## config.mk

```make
export PLATFORM = sky130hd
export DESIGN_NAME = per2axi_req_arbiter
export DESIGN_NICKNAME = d
export VERILOG_FILES = /design/src/rtl/per2axi_req_arbiter.sv
export SDC_FILE = /design/constraint.sdc
export NUM_CORES = 1
export LEC_CHECK = 0
export CAP_MARGIN = 20
export CORE_AREA = 5 5 162 164
export CTS_CLUSTER_DIAMETER = 100
export DETAILED_ROUTE_END_ITERATION = 8
export DIE_AREA = 0 0 167 169
export GPL_TIMING_DRIVEN = 0
export PLACE_DENSITY = 0.61
export SLEW_MARGIN = 20
export SYNTH_ARGS = -nofsm -noshare
export SYNTH_HDL_FRONTEND = slang
export SYNTH_SLANG_ARGS = --single-unit
export TNS_END_PERCENT = 100
```

## constraint.sdc

```tcl
create_clock -name clk_i -period 3.53 [get_ports clk_i]
set_input_delay 0.353 -clock clk_i [delete_from_list [all_inputs] [get_ports clk_i]]
set_output_delay 0.353 -clock clk_i [all_outputs]
set_load 0.01 [all_outputs]
```

## src/rtl/per2axi_req_arbiter.sv

```systemverilog
// rtl/per2axi_req_arbiter.sv - round-robin request arbiter with read/write credit limiting for per2axi
module per2axi_req_arbiter #(
  parameter int NB_REQ             = 4,
  parameter int PER_ADDR_WIDTH     = 32,
  parameter int PER_ID_WIDTH       = 5,
  parameter int MAX_RD_OUTSTANDING = 4,
  parameter int MAX_WR_OUTSTANDING = 4
) (
  input  logic                                       clk_i,
  input  logic                                       rst_ni,
  input  logic [NB_REQ-1:0]                          req_i,
  input  logic [NB_REQ*PER_ADDR_WIDTH-1:0]           add_i,
  input  logic [NB_REQ-1:0]                          we_i,
  input  logic [NB_REQ*6-1:0]                        atop_i,
  input  logic [NB_REQ*32-1:0]                       wdata_i,
  input  logic [NB_REQ*4-1:0]                        be_i,
  input  logic [NB_REQ*PER_ID_WIDTH-1:0]             id_i,
  output logic [NB_REQ-1:0]                          gnt_o,
  output logic                                       per_master_req_o,
  output logic [PER_ADDR_WIDTH-1:0]                  per_master_add_o,
  output logic                                       per_master_we_o,
  output logic [5:0]                                 per_master_atop_o,
  output logic [31:0]                                per_master_wdata_o,
  output logic [3:0]                                 per_master_be_o,
  output logic [PER_ID_WIDTH-1:0]                    per_master_id_o,
  input  logic                                       per_master_gnt_i,
  input  logic                                       rd_done_i,
  input  logic                                       wr_done_i,
  input  logic                                       flush_i,
  output logic                                       idle_o,
  output logic [$clog2(MAX_RD_OUTSTANDING+1)-1:0]    rd_cnt_o,
  output logic [$clog2(MAX_WR_OUTSTANDING+1)-1:0]    wr_cnt_o,
  output logic                                       cnt_err_o
);

  localparam int IDXW = (NB_REQ > 1) ? $clog2(NB_REQ) : 1;
  localparam int RCW  = $clog2(MAX_RD_OUTSTANDING+1);
  localparam int WCW  = $clog2(MAX_WR_OUTSTANDING+1);

  typedef enum logic {IDLE, HOLD} state_t;

  state_t            r_state;
  logic [IDXW-1:0]   r_rr_ptr;
  logic [IDXW-1:0]   r_sel;
  logic [RCW-1:0]    r_rd_cnt;
  logic [WCW-1:0]    r_wr_cnt;
  logic              r_cnt_err;

  logic              w_rd_ok;
  logic              w_wr_ok;
  logic [NB_REQ-1:0] w_elig;
  logic              w_any;
  logic [IDXW-1:0]   w_winner;
  logic [IDXW-1:0]   w_src;
  logic [IDXW-1:0]   w_src_nxt;
  logic              w_req;
  logic              w_hs;
  logic              w_rd_inc;
  logic              w_wr_inc;

  assign w_rd_ok = r_rd_cnt < RCW'(MAX_RD_OUTSTANDING);
  assign w_wr_ok = r_wr_cnt < WCW'(MAX_WR_OUTSTANDING);
  assign w_elig  = flush_i ? '0 :
                   req_i & ((we_i & {NB_REQ{w_rd_ok}}) | (~we_i & {NB_REQ{w_wr_ok}}));

  // Scan from the highest offset down so the lowest offset from rr_ptr wins.
  always_comb begin
    int idx;
    idx      = 0;
    w_any    = 1'b0;
    w_winner = '0;
    for (int k = NB_REQ-1; k >= 0; k--) begin
      idx = int'(r_rr_ptr) + k;
      if (idx >= NB_REQ) idx = idx - NB_REQ;
      if (w_elig[idx]) begin
        w_any    = 1'b1;
        w_winner = IDXW'(idx);
      end
    end
  end

  // Reset gating keeps the port quiet while rst_ni is low, even with requests pending.
  assign w_src     = (r_state == HOLD) ? r_sel : w_winner;
  assign w_req     = rst_ni && ((r_state == HOLD) ? req_i[r_sel] : w_any);
  assign w_hs      = w_req && per_master_gnt_i;
  assign w_rd_inc  = w_hs && we_i[w_src];
  assign w_wr_inc  = w_hs && !we_i[w_src];
  assign w_src_nxt = (w_src == IDXW'(NB_REQ-1)) ? '0 : w_src + 1'b1;

  assign per_master_req_o = w_req;
  assign gnt_o            = w_hs ? (NB_REQ'(1) << w_src) : '0;

  always_comb begin
    per_master_add_o   = '0;
    per_master_we_o    = 1'b0;
    per_master_atop_o  = '0;
    per_master_wdata_o = '0;
    per_master_be_o    = '0;
    per_master_id_o    = '0;
    if (w_req) begin
      per_master_add_o   = add_i[int'(w_src)*PER_ADDR_WIDTH +: PER_ADDR_WIDTH];
      per_master_we_o    = we_i[w_src];
      per_master_atop_o  = atop_i[int'(w_src)*6 +: 6];
      per_master_wdata_o = wdata_i[int'(w_src)*32 +: 32];
      per_master_be_o    = be_i[int'(w_src)*4 +: 4];
      per_master_id_o    = id_i[int'(w_src)*PER_ID_WIDTH +: PER_ID_WIDTH];
    end
  end

  always_ff @(posedge clk_i or negedge rst_ni) begin
    if (!rst_ni) begin
      r_state   <= IDLE;
      r_rr_ptr  <= '0;
      r_sel     <= '0;
      r_rd_cnt  <= '0;
      r_wr_cnt  <= '0;
      r_cnt_err <= 1'b0;
    end else begin
      case (r_state)
        IDLE: begin
          if (w_hs) begin
            r_rr_ptr <= w_src_nxt;
          end else if (w_any) begin
            r_sel   <= w_winner;
            r_state <= HOLD;
          end
        end
        HOLD: begin
          // A dropped request abandons the hold without touching the pointer.
          if (!req_i[r_sel]) begin
            r_state <= IDLE;
          end else if (per_master_gnt_i) begin
            r_rr_ptr <= w_src_nxt;
            r_state  <= IDLE;
          end
        end
        default: r_state <= IDLE;
      endcase

      if (w_rd_inc && !rd_done_i)
        r_rd_cnt <= r_rd_cnt + 1'b1;
      else if (rd_done_i && !w_rd_inc && (r_rd_cnt != '0))
        r_rd_cnt <= r_rd_cnt - 1'b1;

      if (w_wr_inc && !wr_done_i)
        r_wr_cnt <= r_wr_cnt + 1'b1;
      else if (wr_done_i && !w_wr_inc && (r_wr_cnt != '0))
        r_wr_cnt <= r_wr_cnt - 1'b1;

      if ((rd_done_i && (r_rd_cnt == '0)) || (wr_done_i && (r_wr_cnt == '0)))
        r_cnt_err <= 1'b1;
    end
  end

  assign idle_o    = (r_state == IDLE) && (r_rd_cnt == '0) && (r_wr_cnt == '0);
  assign rd_cnt_o  = r_rd_cnt;
  assign wr_cnt_o  = r_wr_cnt;
  assign cnt_err_o = r_cnt_err;

endmodule

```

; Word-level counts from Yosys, hierarchy flattened
; Index checks and enable logic that the tools add are counted.
[word_totals]
regBits = 12
latchBits = 0
ramBits = 0
rom_bits = 0
in_bits = 330
output_inout_bits = 93
elab_cells = 129
n_memories = 0
[classes]
addsub = 12
n_mul = 2
div = 0
magnitude_cmp = 12
n_eq_ne = 4
shift = 6
mux = 52
bitwise = 7
n_reduce_logical = 28
[ops]
columns = cell, count
row1 = 128-bit by 8-bit indexed part select with 32-bit output, 2
row2 = 32-bit two-way mux, 6
row3 = "32-bit by 4-bit < comparator with 1-bit output, second input constant", 4
row4 = 24-bit by 6-bit indexed part select with 6-bit output, 1
row5 = 1-bit two-way mux, 20
row6 = 20-bit by 6-bit indexed part select with 5-bit output, 1
row7 = 2-bit two-way mux, 9
row8 = 16-bit by 5-bit indexed part select with 4-bit output, 1
row9 = 1-bit logical AND, 14
row10 = 4-bit AND, 3
row11 = 1-bit binary-select mux with 2-bit select, 6
row12 = 3-bit two-way mux, 4
row13 = 4-bit two-way mux, 3
row14 = "3-bit by 3-bit subtractor with 4-bit output, second input constant", 3
row15 = "3-bit greater-or-equal comparator, second input constant", 3
row16 = "2-bit by 2-bit adder with 3-bit output, second input constant", 2
row17 = "3-bit by 1-bit adder with 3-bit output, second input constant", 2
row18 = 3-bit logical NOT, 2
row19 = "2-bit by 3-bit < comparator with 1-bit output, second input constant", 2
row20 = "3-bit < comparator, second input constant", 2
row21 = 6-bit two-way mux, 1
row22 = 3-bit AND reduction, 2
row23 = 3-bit nonzero test, 2
row24 = "3-bit by 1-bit subtractor with 3-bit output, second input constant", 2
row25 = other kinds (19), 26

; Logic depth before layout (Yosys ltp)
[depth]
depth_word = 22
mapped_depth = 15
mapped_depth_nobuf = 12

; Least setup slack after synthesis
; Ideal clock, no wire load.
[synth_path]
kind = reg-to-reg
startpoint = register r_rd_cnt[2], in the netlist rd_cnt_o[2]
endpoint = register r_wr_cnt[2], in the netlist wr_cnt_o[2]
t_arrival_ns = 3.138
required_time_ns = 3.406
setup_slack_ns = 0.269
stages_incl_launch_ff = 16
period_less_slack_ns = 3.261
cell_sequence = dfrtp_1 > buf_4 > mux2i_1 > nand3b_1 > o31a_1 > o31ai_4 > buf_6 > mux2i_1 > mux2i_4 > buf_6 > nor2_1 > nand2_1 > fa_1 > nor2_1 > o21ai_0 > a211o_1
[synth_between]
elab_chain_len = 21
[synth_rtl]
columns = item, line_no
row1 = from (decl), 45  ; logic [RCW-1:0] r_rd_cnt;
row2 = from (signal assigned), 141  ; r_rd_cnt <= r_rd_cnt + 1'b1;
row3 = from (signal assigned), 143  ; r_rd_cnt <= r_rd_cnt - 1'b1;
row4 = 3-bit < comparator *, 61  ; assign w_rd_ok = r_rd_cnt < RCW'(MAX_RD_OUTSTANDING);
row5 = 4-bit AND *, 64  ; req_i & ((we_i & {NB_REQ{w_rd_ok}}) | (~we_i & {NB_REQ{w_wr_ok}}));
row6 = 4-bit bitwise OR *, 64
row7 = 4-bit AND *, 64
row8 = 4-bit two-way mux *, 63  ; assign w_elig = flush_i ? '0 :
row9 = 1-bit binary-select mux with 2-bit select, 75  ; if (w_elig[idx]) begin
row10 = 1-bit two-way mux (implied by the code) (2 in a row), 75
row11 = 2-bit two-way mux (4 in a row), 75
row12 = 2-bit two-way mux, 83  ; assign w_src = (r_state == HOLD) ? r_sel : w_winner;
row13 = 1-bit binary-select mux with 2-bit select, 87  ; assign w_wr_inc = w_hs && !we_i[w_src];
row14 = 1-bit two-way mux (implied by the code), 87
row15 = 1-bit logical NOT, 87
row16 = 1-bit logical AND *, 87
row17 = 1-bit logical NOT, 147  ; else if (wr_done_i && !w_wr_inc && (r_wr_cnt != '0))
row18 = 1-bit logical AND (2 in a row), 147
row19 = 2-bit nonzero test (no source line), -
row20 = to (signal assigned), 146  ; r_wr_cnt <= r_wr_cnt + 1'b1;
row21 = to (signal assigned), 148  ; r_wr_cnt <= r_wr_cnt - 1'b1;
row22 = to (decl), 46  ; logic [WCW-1:0] r_wr_cnt;
; Mark *: on every way between the ends. The rest lies on a longest branch, timed or not. The select of a mux whose other input is x is not followed.
; A chain may end at the register's enable or synchronous reset.

; Worst setup path after layout
[layout_path]
startpoint = register r_rd_cnt[2], in the netlist rd_cnt_o[2]
endpoint = output port per_master_add_o[20]
[layout_between]
elab_chain_len = 15
[layout_rtl]
columns = item, line_no
row1 = 3-bit < comparator *, 61
row2 = 4-bit AND *, 64
row3 = 4-bit bitwise OR *, 64
row4 = 4-bit AND *, 64
row5 = 4-bit two-way mux *, 63
row6 = 1-bit binary-select mux with 2-bit select, 75
row7 = 1-bit two-way mux (implied by the code) (2 in a row), 75
row8 = 2-bit two-way mux or 1-bit two-way mux (tied branches) (4 in a row), 75
row9 = 2-bit two-way mux or 1-bit two-way mux (tied branches), "83, 84"
row10 = 128-bit by 8-bit indexed part select with 32-bit output or 1-bit logical AND (tied branches), "101, 84"
row11 = 32-bit two-way mux *, 100  ; if (w_req) begin
row12 = to (decl), 20  ; output logic [PER_ADDR_WIDTH-1:0] per_master_add_o,
; Marks and branches as above.

==> key figures <==
Outcome
  – Status: complete, no violations

Layout
  – Finished Layout Cells: roughly 1.1k
  – Commonest cells after routing, fill and taps aside: clkdlybuf4s50_1 (333), mux4_2 (80), and2_1 (77)
  – Synthesis-to-layout area growth: 148%
  – Final net count: 1117
  – Most common cell after layout, fill and taps aside: clkdlybuf4s50_1
  – Share of post-route cells with drive strength above 1: 0.228

Timing
  – Clock skew: 0.00252 ns
  – Fin. max-slew vios: 0
  – Final setup fails: 0
  – RSZ-0062 raised after global routing: yes
  – Final min period: 3.42 ns
  – Fin. Hold Viols: 0
  – Actual slew at the worst max-slew pin: 0.605 ns
  – Relative slew slack: 0.595
  – FMAX: 293 MHz
  – Final worst-path cycle share: 0.968
  – Final setup margin: 0.111 ns

Die
  – FP Rows: 58
  – DIE AREA: 28200 sq um
  – Core area: 24700 sq um
  – Effective utilization at floorplan: 0.143
  – Die width: 167 microns
  – # IOs: 423
  – Die Height: ~170 microns

Drt
  – DRC: 0
  – Post-route ant nets: 0
  – Initial DRC Count: about 160
  – Vias: ~4.8k
  – Vias/cell: 4.28
  – Routed len/inst: 22.1 microns
  – Total Routed Length: approximately 25000 microns
  – First-pass detailed-route iteration total: 4

Setup path
  – Setup crit end kind: output port
  – Crit-path max FO: 6
  – Arrival @ worst endpoint: 3.07 ns
  – Endpoint required time on the critical path: 3.18 ns
  – CP Class: register to output port
  – Setup crit start kind: register

Synthesis
  – Synth Flop Type: dfrtp_1
  – Yosys cell types: 42
  – Register area share after synthesis: 0.0849
  – Synth Instances: 316
  – Warnings from Yosys: 0
  – Post-synth EDFFs: 0
  – Net Count, Synth: 652
  – Cell Area, Synth: 3540 sq um
  – Seq cells post-synth: 12
  – Ys async rst share: 1.00
  – Post-Syn Area per Cell: 11.2 sq um

Min path
  – Hold WC Path Type: input port to async pin

Clock network
  – Cts bufs inserted: 3
  – Maximum clock insertion buffer count: 2
  – Clk_lat worst skew: 0.24 ns
  – Clock-pin slew on the worst setup and hold paths: around 0.050 ns
  – Clk sinks: 12
  – H-tree levels: 1
  – CTS root buf: clkbuf_16
  – CTS tree: built

Job
  – Max-Cap Viols: 0

GRT
  – Initial antenna violation count: 2
  – GRT Total Usage: 0.162
  – Largest net degree at the start of global routing: 15
  – Vias in the first global route: around 5k
  – First-pass GRT wire length: 34600 microns
  – Gr ovfl total: 0

Placement
  – Port bufs: 422
  – GPL Wtd Cong: 0.968
  – Cells after DPL: 1068
  – DP HPWL: 20800 microns
  – Setup slack after placement: -0.757 ns

Power
  – Peak supply drop: 0.468 mV
  – P_leak: 3.53 nW
  – Pwr/cell area: 523 nW/um^2
registers in the layout (all words and copies together) (netlist names):
signal and flops:
cnt_err_o 1, r_rr_ptr 2, r_sel 2, r_state 1
rd_cnt_o 3, wr_cnt_o 3
worst paths after layout:
path | from | end | slack (ns) | cells past startpoint
max reg2reg | rd_cnt_o[2]$_DFFE_PN0P_ | rd_cnt_o[2]$_DFFE_PN0P_ | 0.17 | 15
max in group asynchronous | rst_ni | r_sel[0]$_DFFE_PN0P_ | 2.64 | 1
min in group clk_i | cnt_err_o$_DFFE_PN0P_ | cnt_err_o$_DFFE_PN0P_ | 0.52 | 2
max | rd_cnt_o[2]$_DFFE_PN0P_ | per_master_add_o[20] | 0.11 | 13
min reg2reg | cnt_err_o$_DFFE_PN0P_ | cnt_err_o$_DFFE_PN0P_ | 0.52 | 2
min | rst_ni | wr_cnt_o[1]$_DFFE_PN0P_ | 0.49 | 1
per-stage QoR:
stage	cell area [sq um]	hold slack (ns)	utilization	TNS, ns	power, mW
after global routing	8780	0.549	0.355	-0.0688	4.93
after floorplan	3540	0.0574	-	0	2.34
final	8780	0.494	0.355	0	4.59
after CTS	8550	0.514	0.345	-0.106	4.45
after global placement	8170	0.500	0.330	-55.93	3.89
after detailed placement	8170	0.496	0.330	-54.17	3.90
Yosys cell counts, drive strengths merged, types with 3 or more instances:
library cell,instances,area [sq um]
and2,84,526
and3,7,43.8
buf,21,120
clkbuf,10,37.5
dfrtp,12,300
ha,4,50.1
inv,7,26.3
mux2i,10,116
mux4,80,1800
nand2,18,67.6
nand3,5,25.0
nand3b,3,22.5
nor2,9,33.8
nor2b,3,18.8
nor3,4,20.0
o21a,3,22.5
o21ai,6,30.0
o31ai,3,36.3
or3,3,18.8
layout make-up:
type / instances / area (sq um)
fillers: 2517 / 16000
repair buffers: 460 / 4480
multi-input cells: 266 / 3140
well taps: 330 / 413
plain buffers: 31 / 333
flip-flops and latches: 12 / 300
clock buffers: 4 / 88.8
inverters: 7 / 26.3
diodes: 3 / 7.51
critical path, cell delays in order, from the launching register on:
cell	delay, ns
dfrtp_1	0.35
buf_6	0.13
mux2i_2	0.09
and4_1	0.20
o31a_1	0.32
o31ai_4	0.28
buf_6	0.15
buf_12	0.14
buf_12	0.11
buf_12	0.12
buf_4	0.11
mux4_2	0.49
and2_4	0.17
buf_2	0.14
where the power goes:
group,switching [mW],internal (mW)
Sequential,0.102,0.199
Clock,0.0635,0.171
Combinational,1.65,2.40
Total,1.82,2.77
cells by family after synthesis:
group | synth area share
adder cells (fa/ha/maj) | 0.0255
buffers and inverters | 0.0520
AND/OR/NAND/NOR | 0.234
flip-flops | 0.0849
multiplexers | 0.542
AO/OA/AOI/OAI | 0.0612
per-layer routing:
metal	track usage	share of wire	vias to the layer above
met2	0.290	0.51	209
met1	0.197	0.40	2350
met3	0.0399	0.071	18
li1	-	-	2192
met4	0.0331	0.021	0
met5	0	0	-
repair_timing:
action / CTS / global route
pin swaps: 3 / 11
hold buffers: 0 / 0
cloned: 2 / 0
resized for setup: 164 / 57
setup buffers: 15 / 22
setup endpoints to repair: 88 / 65
Power figures use the tool's default switching activity.
